`config.mk`:
```
export PLATFORM = sky130hd
export DESIGN_NAME = q_pulse_accumulator_flat
export DESIGN_NICKNAME = d
export VERILOG_FILES = /design/src/rtl/q_pulse_accumulator_pkg.sv /design/src/rtl/q_pulse_accumulator_if.sv /design/src/rtl/q_pulse_accumulator_sync_edge_detect.sv /design/src/rtl/q_pulse_accumulator.sv /design/src/flat_wrapper.sv
export SDC_FILE = /design/constraint.sdc
export NUM_CORES = 1
export LEC_CHECK = 0
export CAP_MARGIN = 40
export CORE_AREA = 10 10 70 72
export DETAILED_ROUTE_END_ITERATION = 10
export DIE_AREA = 0 0 80 82
export PLACE_DENSITY = 0.82
export SLEW_MARGIN = 0
export SYNTH_ARGS = -nofsm -noshare
export SYNTH_HDL_FRONTEND = slang
export SYNTH_SLANG_ARGS = --single-unit
```
`constraint.sdc`:
```
create_clock -name clk -period 1.7 [get_ports clk]
set_clock_uncertainty 0.05 [all_clocks]
set_input_delay 0.34 -clock clk [delete_from_list [all_inputs] [get_ports clk]]
set_output_delay 0.34 -clock clk [all_outputs]
set_load 0.03 [all_outputs]
```
`src/rtl/q_pulse_accumulator_pkg.sv`:
```
// Shared types and scale helpers for the charge pulse accumulator.
package q_meas_pkg;

  typedef enum logic [1:0] {
    S_IDLE       = 2'd0,
    S_WAIT_FIRST = 2'd1,
    S_ACCUM      = 2'd2,
    S_DONE       = 2'd3
  } meas_state_e;

  localparam int unsigned BUS_WIDTH_DEF     = 10;
  localparam int unsigned WTD_BUS_WIDTH_DEF = 3;
  localparam int unsigned Q_PER_PULSE_DEF   = 10;

  function automatic int unsigned wtd_max(input int unsigned w);
    return (32'd1 << w) - 32'd1;
  endfunction

  function automatic int unsigned full_scale(input int unsigned w);
    return (32'd1 << w) - 32'd1;
  endfunction

endpackage

```
`src/rtl/q_pulse_accumulator_if.sv`:
```
// Control/result bundle between the accumulator and its host.
interface q_pulse_accumulator_if #(
  parameter int BUS_WIDTH = 10
);
  logic                 enable;
  logic                 start;
  logic                 q_serialized;
  logic [BUS_WIDTH-1:0] q_measured;
  logic                 ready;
  logic                 busy;
  logic                 saturated;

  modport master (
    output enable, start, q_serialized,
    input  q_measured, ready, busy, saturated
  );

  modport slave (
    input  enable, start, q_serialized,
    output q_measured, ready, busy, saturated
  );
endinterface

```
`src/rtl/q_pulse_accumulator_sync_edge_detect.sv`:
```
// Two-flop synchronizer for the raw pulse train plus a registered rising-edge strobe;
// a raw rising edge appears as a one-cycle strobe three clock edges later.
module sync_edge_detect (
  input  logic clk,
  input  logic rst,
  input  logic d_i,
  output logic strobe_o
);
  logic meta_q;
  logic sync_q;
  logic sync_dly_q;
  logic strobe_q;

  always_ff @(posedge clk or negedge rst) begin
    if (!rst) begin
      meta_q     <= 1'b0;
      sync_q     <= 1'b0;
      sync_dly_q <= 1'b0;
      strobe_q   <= 1'b0;
    end else begin
      meta_q     <= d_i;
      sync_q     <= meta_q;
      sync_dly_q <= sync_q;
      strobe_q   <= sync_q & ~sync_dly_q;
    end
  end

  assign strobe_o = strobe_q;
endmodule

```
`src/rtl/q_pulse_accumulator.sv`:
```
// Counts synchronized charge pulses into a saturating sum; a measurement closes
// once the watchdog sees WTD_MAX+1 quiet cycles after the last pulse (or arming).
//
// state        | meaning
// S_IDLE       | waiting for enable && start
// S_WAIT_FIRST | armed, no pulse yet, watchdog running
// S_ACCUM      | at least one pulse accumulated, watchdog running
// S_DONE       | one-cycle result publish (ready high)
module q_pulse_accumulator
  import q_meas_pkg::*;
#(
  parameter int BUS_WIDTH     = 10,
  parameter int WTD_BUS_WIDTH = 3,
  parameter int Q_PER_PULSE   = 10
) (
  input  logic                  clk,
  input  logic                  rst,
  q_pulse_accumulator_if.slave  bus
);
  localparam int unsigned WTD_MAX    = wtd_max(WTD_BUS_WIDTH);
  localparam int unsigned FULL_SCALE = full_scale(BUS_WIDTH);

  localparam logic [WTD_BUS_WIDTH-1:0] WTD_TC = WTD_BUS_WIDTH'(WTD_MAX);
  localparam logic [BUS_WIDTH:0]       FS_EXT = (BUS_WIDTH+1)'(FULL_SCALE);
  localparam logic [BUS_WIDTH:0]       Q_EXT  = (BUS_WIDTH+1)'(Q_PER_PULSE);

  meas_state_e              state_q;
  logic [BUS_WIDTH-1:0]     acc_q;
  logic [BUS_WIDTH-1:0]     q_meas_q;
  logic [WTD_BUS_WIDTH-1:0] wtd_q;
  logic                     sat_int_q;
  logic                     sat_q;
  logic                     ready_q;
  logic                     busy_q;

  logic                     edge_stb;
  logic [BUS_WIDTH:0]       sum_ext;
  logic                     clip;
  logic [BUS_WIDTH-1:0]     acc_d;
  logic                     sat_d;

  sync_edge_detect u_sync (
    .clk      (clk),
    .rst      (rst),
    .d_i      (bus.q_serialized),
    .strobe_o (edge_stb)
  );

  // One extra bit of headroom so the overflow is visible before clamping.
  always_comb begin
    sum_ext = {1'b0, acc_q} + Q_EXT;
    clip    = (sum_ext > FS_EXT);
    acc_d   = clip ? FS_EXT[BUS_WIDTH-1:0] : sum_ext[BUS_WIDTH-1:0];
    sat_d   = sat_int_q | clip;
  end

  always_ff @(posedge clk or negedge rst) begin
    if (!rst) begin
      state_q   <= S_IDLE;
      acc_q     <= '0;
      q_meas_q  <= '0;
      wtd_q     <= '0;
      sat_int_q <= 1'b0;
      sat_q     <= 1'b0;
      ready_q   <= 1'b0;
      busy_q    <= 1'b0;
    end else begin
      ready_q <= 1'b0;
      case (state_q)
        S_IDLE: begin
          if (bus.enable && bus.start) begin
            state_q   <= S_WAIT_FIRST;
            acc_q     <= '0;
            wtd_q     <= '0;
            sat_int_q <= 1'b0;
            busy_q    <= 1'b1;
          end
        end
        S_WAIT_FIRST, S_ACCUM: begin
          // Pulse beats watchdog expiry when both land in the same cycle.
          if (!bus.enable) begin
            state_q <= S_IDLE;
            busy_q  <= 1'b0;
          end else if (edge_stb) begin
            state_q   <= S_ACCUM;
            acc_q     <= acc_d;
            sat_int_q <= sat_d;
            wtd_q     <= '0;
          end else if (wtd_q == WTD_TC) begin
            state_q  <= S_DONE;
            busy_q   <= 1'b0;
            ready_q  <= 1'b1;
            q_meas_q <= acc_q;
            sat_q    <= sat_int_q;
          end else begin
            wtd_q <= wtd_q + WTD_BUS_WIDTH'(1);
          end
        end
        S_DONE: begin
          state_q <= S_IDLE;
        end
        default: begin
          state_q <= S_IDLE;
        end
      endcase
    end
  end

  assign bus.q_measured = q_meas_q;
  assign bus.ready      = ready_q;
  assign bus.busy       = busy_q;
  assign bus.saturated  = sat_q;
endmodule

```
`src/flat_wrapper.sv`:
```
// flat-port wrapper written by rule: the top's interface ports become plain ports
module q_pulse_accumulator_flat import q_meas_pkg::*;
#(
  parameter int BUS_WIDTH     = 10,
  parameter int WTD_BUS_WIDTH = 3,
  parameter int Q_PER_PULSE   = 10
)
  (clk, rst, bus_enable, bus_start, bus_q_serialized, bus_q_measured, bus_ready, bus_busy, bus_saturated);
  q_pulse_accumulator_if #(.BUS_WIDTH(BUS_WIDTH)) bus_i ();
  input  logic clk;
  input  logic rst;
  input wire logic [$bits(bus_i.enable)-1:0] bus_enable;
  input wire logic [$bits(bus_i.start)-1:0] bus_start;
  input wire logic [$bits(bus_i.q_serialized)-1:0] bus_q_serialized;
  output wire logic [$bits(bus_i.q_measured)-1:0] bus_q_measured;
  output wire logic [$bits(bus_i.ready)-1:0] bus_ready;
  output wire logic [$bits(bus_i.busy)-1:0] bus_busy;
  output wire logic [$bits(bus_i.saturated)-1:0] bus_saturated;
  assign bus_i.enable = bus_enable;
  assign bus_i.start = bus_start;
  assign bus_i.q_serialized = bus_q_serialized;
  assign bus_q_measured = bus_i.q_measured;
  assign bus_ready = bus_i.ready;
  assign bus_busy = bus_i.busy;
  assign bus_saturated = bus_i.saturated;
  q_pulse_accumulator #(.BUS_WIDTH(BUS_WIDTH), .WTD_BUS_WIDTH(WTD_BUS_WIDTH), .Q_PER_PULSE(Q_PER_PULSE)) u_core (.clk(clk), .rst(rst), .bus(bus_i));
endmodule
```
==> qor.yml <==
status: "finished, violations left"
violations: "setup timing"
synthSimpleGateAreaFrac_pct: 16.8
synth.most_common_cell: "dfrtp_1"
clkSinkCount: 33
layout_min_cycle_time_ps: 1710
r2r-end: "u_core.acc_q[1]$_DFFE_PN0P_"
die_w_microns: 80
hold_path.class: "register to register"
clk_pin_slew_ps: 120
critical-path-max-stage-delay_ps: 390
critPathKind: "register to register"
setup_tns_ps: -12.3
initial_core_util_pct: 48.2
cpMaxStageDelayCell: "dfrtp_1"
antenna_found_initial: 0
ys_seq_elements: 33
yosysTopAreaCell: "dfrtp_1"
postLayoutCoreUtil_pct: 63.7
h-tree-depth: 2
drt-wirelength-per-cell_microns: 15.9
synth_top_area_share_pct: 47.9
grt_pass1_wl_microns: 6510
whs_ps: 314
multi_input_area_sq_um: 900
drt-pass1-iter-count: 4
synth_xor_area_share_pct: 2.03
start_kind: "register"
insertedDiodeCount: 0
gp_congestion: 0.835
fillers: 313
synth_common_cells: "dfrtp_1 (33), nand2_1 (16), nor2_1 (13), a21oi_1 (10), mux2_2 (9)"
fmax_mhz: 584
maxCapViolCount: 0
regToRegSetupSlack_ps: -10
drc_errors: 0
fp.dieH_microns: 82
numPortBuffers: 17
drt_iter0_markers: 68
leakagePower_nw: 1.13
synth-compound-area-share_pct: 17.6
cts_buffer_depth: 2
ios: 18
grt-ovfl-total: 0
die_area_sq_mm: 0.00656
antenna_left: 0
rr_worst_depth: 8
drive_gt1_share_pct: 33.8
syn_to_final_growth_pct: 32.1
cp_max_fo: 7
synthAdderAreaFrac_pct: 4.35
end_kind: "register"
synth_mux_area_share_pct: 5.87
finalSetupViolCount: 1
grt_setup_unrepaired: "true"
cp.required_ps: 1860
peakVddDrop_v: 0.000842
netlist_instances: 159
crit_arrival_ps: 1880
routed-via-count: 1361
grt_max_degree: 34
root_buffer: "clkbuf_4"
rr_startpoint: "u_core.state_q[0]$_DFFE_PN0P_"
syn_nets: 170
powerDensity_mw_per_mm2: 1280
clk_latency_ps: 350
dpl.hpwl_microns: 2730
drv_slew: 0
yosysUniqueCellTypes: 43
detail_route.vias_per_cell: 5.47
ys.flop_type: "dfrtp_1"
syn_area_sq_mm: 0.00173
crit_start: "u_core.state_q[0]$_DFFE_PN0P_"
coreArea_sq_mm: 0.00358
hold_viol: 0
synth_edf_count: 0
synth.area.top_cells: "dfrtp_1 (48%), mux2_2 (5.9%), ha_1 (4.4%)"
worst_slack_ps: -12.3
worst_pin_slew_ps: 407
cp-endpoint: "u_core.acc_q[1]$_DFFE_PN0P_"
nets: 211
worstPathCellList: "inv_1 -> ha_4 -> nand2b_2 -> nand4_4 -> buf_4 -> nor2_1 -> a21oi_1 -> nand3_1"
wl_microns: 3970
cts_tree: "done"
regArea_sq_um: 826
post-place-ws_ps: -204
cts_hold_buf: 0
async_flop_share_pct: 100
grt_pass1_vias: 1410
global_route.usage.total_pct: 12.6
syn_avg_cell_area_sq_um: 10.9
ys_seq_area_share_pct: 47.9
std_cell_rows: 22
cts_buffers: 5
timing.slew.headroom_pct: 72.9
ys_warn_count: 0
fin_crit_sh_pct: 101
synth_top_family_by_area: "compound AO/OA/AOI/OAI gates"
==> kinds of logic (layout without fill, tap and decap cells) <==
kind of cell / after synthesis / after routing
buffers and inverters: 16 / 58
xor gates and xnor gates: 4 / 4
and+or+nand+nor: 51 / 51
adders and majority gates: 6 / 6
AOI/OAI and AO/OA: 40 / 40
DFF: 33 / 33
muxes: 9 / 9
==> routing by layer <==
layer | GRT usage (%) | wire length [microns]
met5 | 0 | 0
met1 | 13.2 | 1580
met4 | 4.58 | 131
met2 | 22.9 | 2030
met3 | 4.59 | 232
==> metrics by stage <==
stage | instances | power (W) | instance area (sq um)
4_1_cts | 245 | 0.00283 | 2170
5_1_grt | 249 | 0.00312 | 2280
3_3_place_gp | 233 | 0.00204 | 2030
3_5_place_dp | 233 | 0.00210 | 2030
2_1_floorplan | 159 | 0.00174 | 1730
6_report | 249 | 0.00292 | 2280
==> critical path, delay by kind of cell, from the launching register on <==
kind,cells,cell delay (ps)
AOI/OAI and AO/OA,1,190
buffers and inverters,2,250
DFF,1,390
and+or+nand+nor,4,490
adders and majority gates,1,200
==> layout make-up <==
type                       count  area share, %
tap                           48           2.64
sequential                    33           36.2
clock buffer                   5           1.65
clock inverter                 3           2.03
multi-input combinational    110           39.5
timing repair buffer          42           16.6
inverter                       8           1.32
==> cells in the final DEF, fill, tap and decap left out, drive strengths merged, types with 2 or more instances in the layout <==
master | Yosys | final
xor2 | 2 | 2
a21o | 5 | 5
mux2 | 9 | 9
o21ai | 4 | 4
a21boi | 2 | 2
o2111ai | 4 | 4
clkdlybuf4s50 | 0 | 4
nand2 | 17 | 17
a31oi | 3 | 3
nand4b | 2 | 2
o22ai | 2 | 2
inv | 8 | 8
nor2b | 4 | 4
and3 | 2 | 2
ha | 6 | 6
xnor2 | 2 | 2
buf | 8 | 24
nand3 | 4 | 4
o31ai | 2 | 2
dlygate4sd2 | 0 | 13
o311ai | 2 | 2
a21oi | 10 | 10
o22a | 2 | 2
nor2 | 13 | 13
dfrtp | 33 | 33
clkbuf | 0 | 6
nor3 | 4 | 4
==> how the worst min path moves through the flow <==
stage,end,from,cells after the start,slack (ps)
2_1_floorplan,u_core.acc_q[0]$_DFFE_PN0P_,rst,0,-6
3_3_place_gp,u_core.u_sync.sync_q$_DFF_PN0_,u_core.u_sync.meta_q$_DFF_PN0_,0,290
3_5_place_dp,u_core.u_sync.sync_q$_DFF_PN0_,u_core.u_sync.meta_q$_DFF_PN0_,0,290
4_1_cts,u_core.u_sync.sync_q$_DFF_PN0_,u_core.u_sync.meta_q$_DFF_PN0_,0,320
5_1_grt,u_core.u_sync.sync_q$_DFF_PN0_,u_core.u_sync.meta_q$_DFF_PN0_,0,330
6_report,u_core.u_sync.sync_q$_DFF_PN0_,u_core.u_sync.meta_q$_DFF_PN0_,0,310
==> repair_timing <==
item | CTS | global route
setup buffers | 4 | 3
gates cloned | 0 | 1
setup endpoints to repair | 30 | 24
gates resized for setup | 22 | 13
pin swaps | 3 | 5
==> flip-flops by register name, indices dropped and copies added (netlist names) <==
| signal | flops |
|---|---|
| u_core.sat_int_q | 1 |
| u_core.u_sync.strobe_o | 1 |
| u_core.bus.saturated | 1 |
| u_core.state_q | 2 |
| u_core.u_sync.meta_q | 1 |
| u_core.u_sync.sync_dly_q | 1 |
| u_core.bus.q_measured | 10 |
| u_core.bus.ready | 1 |
| u_core.wtd_q | 3 |
| u_core.bus.busy | 1 |
| u_core.acc_q | 10 |
| u_core.u_sync.sync_q | 1 |
==> report_power, final <==
part | internal [W] | switching [W] | total, W | leakage (nW)
logic | 0.000611 | 0.000696 | 0.00131 | 0.641
registers | 0.000898 | 0.000103 | 0.00100 | 0.444
clock network | 0.000311 | 0.000297 | 0.000608 | 0.0414
total | 0.00182 | 0.00110 | 0.00292 | 1.13
(Power assumes the default switching activity.)
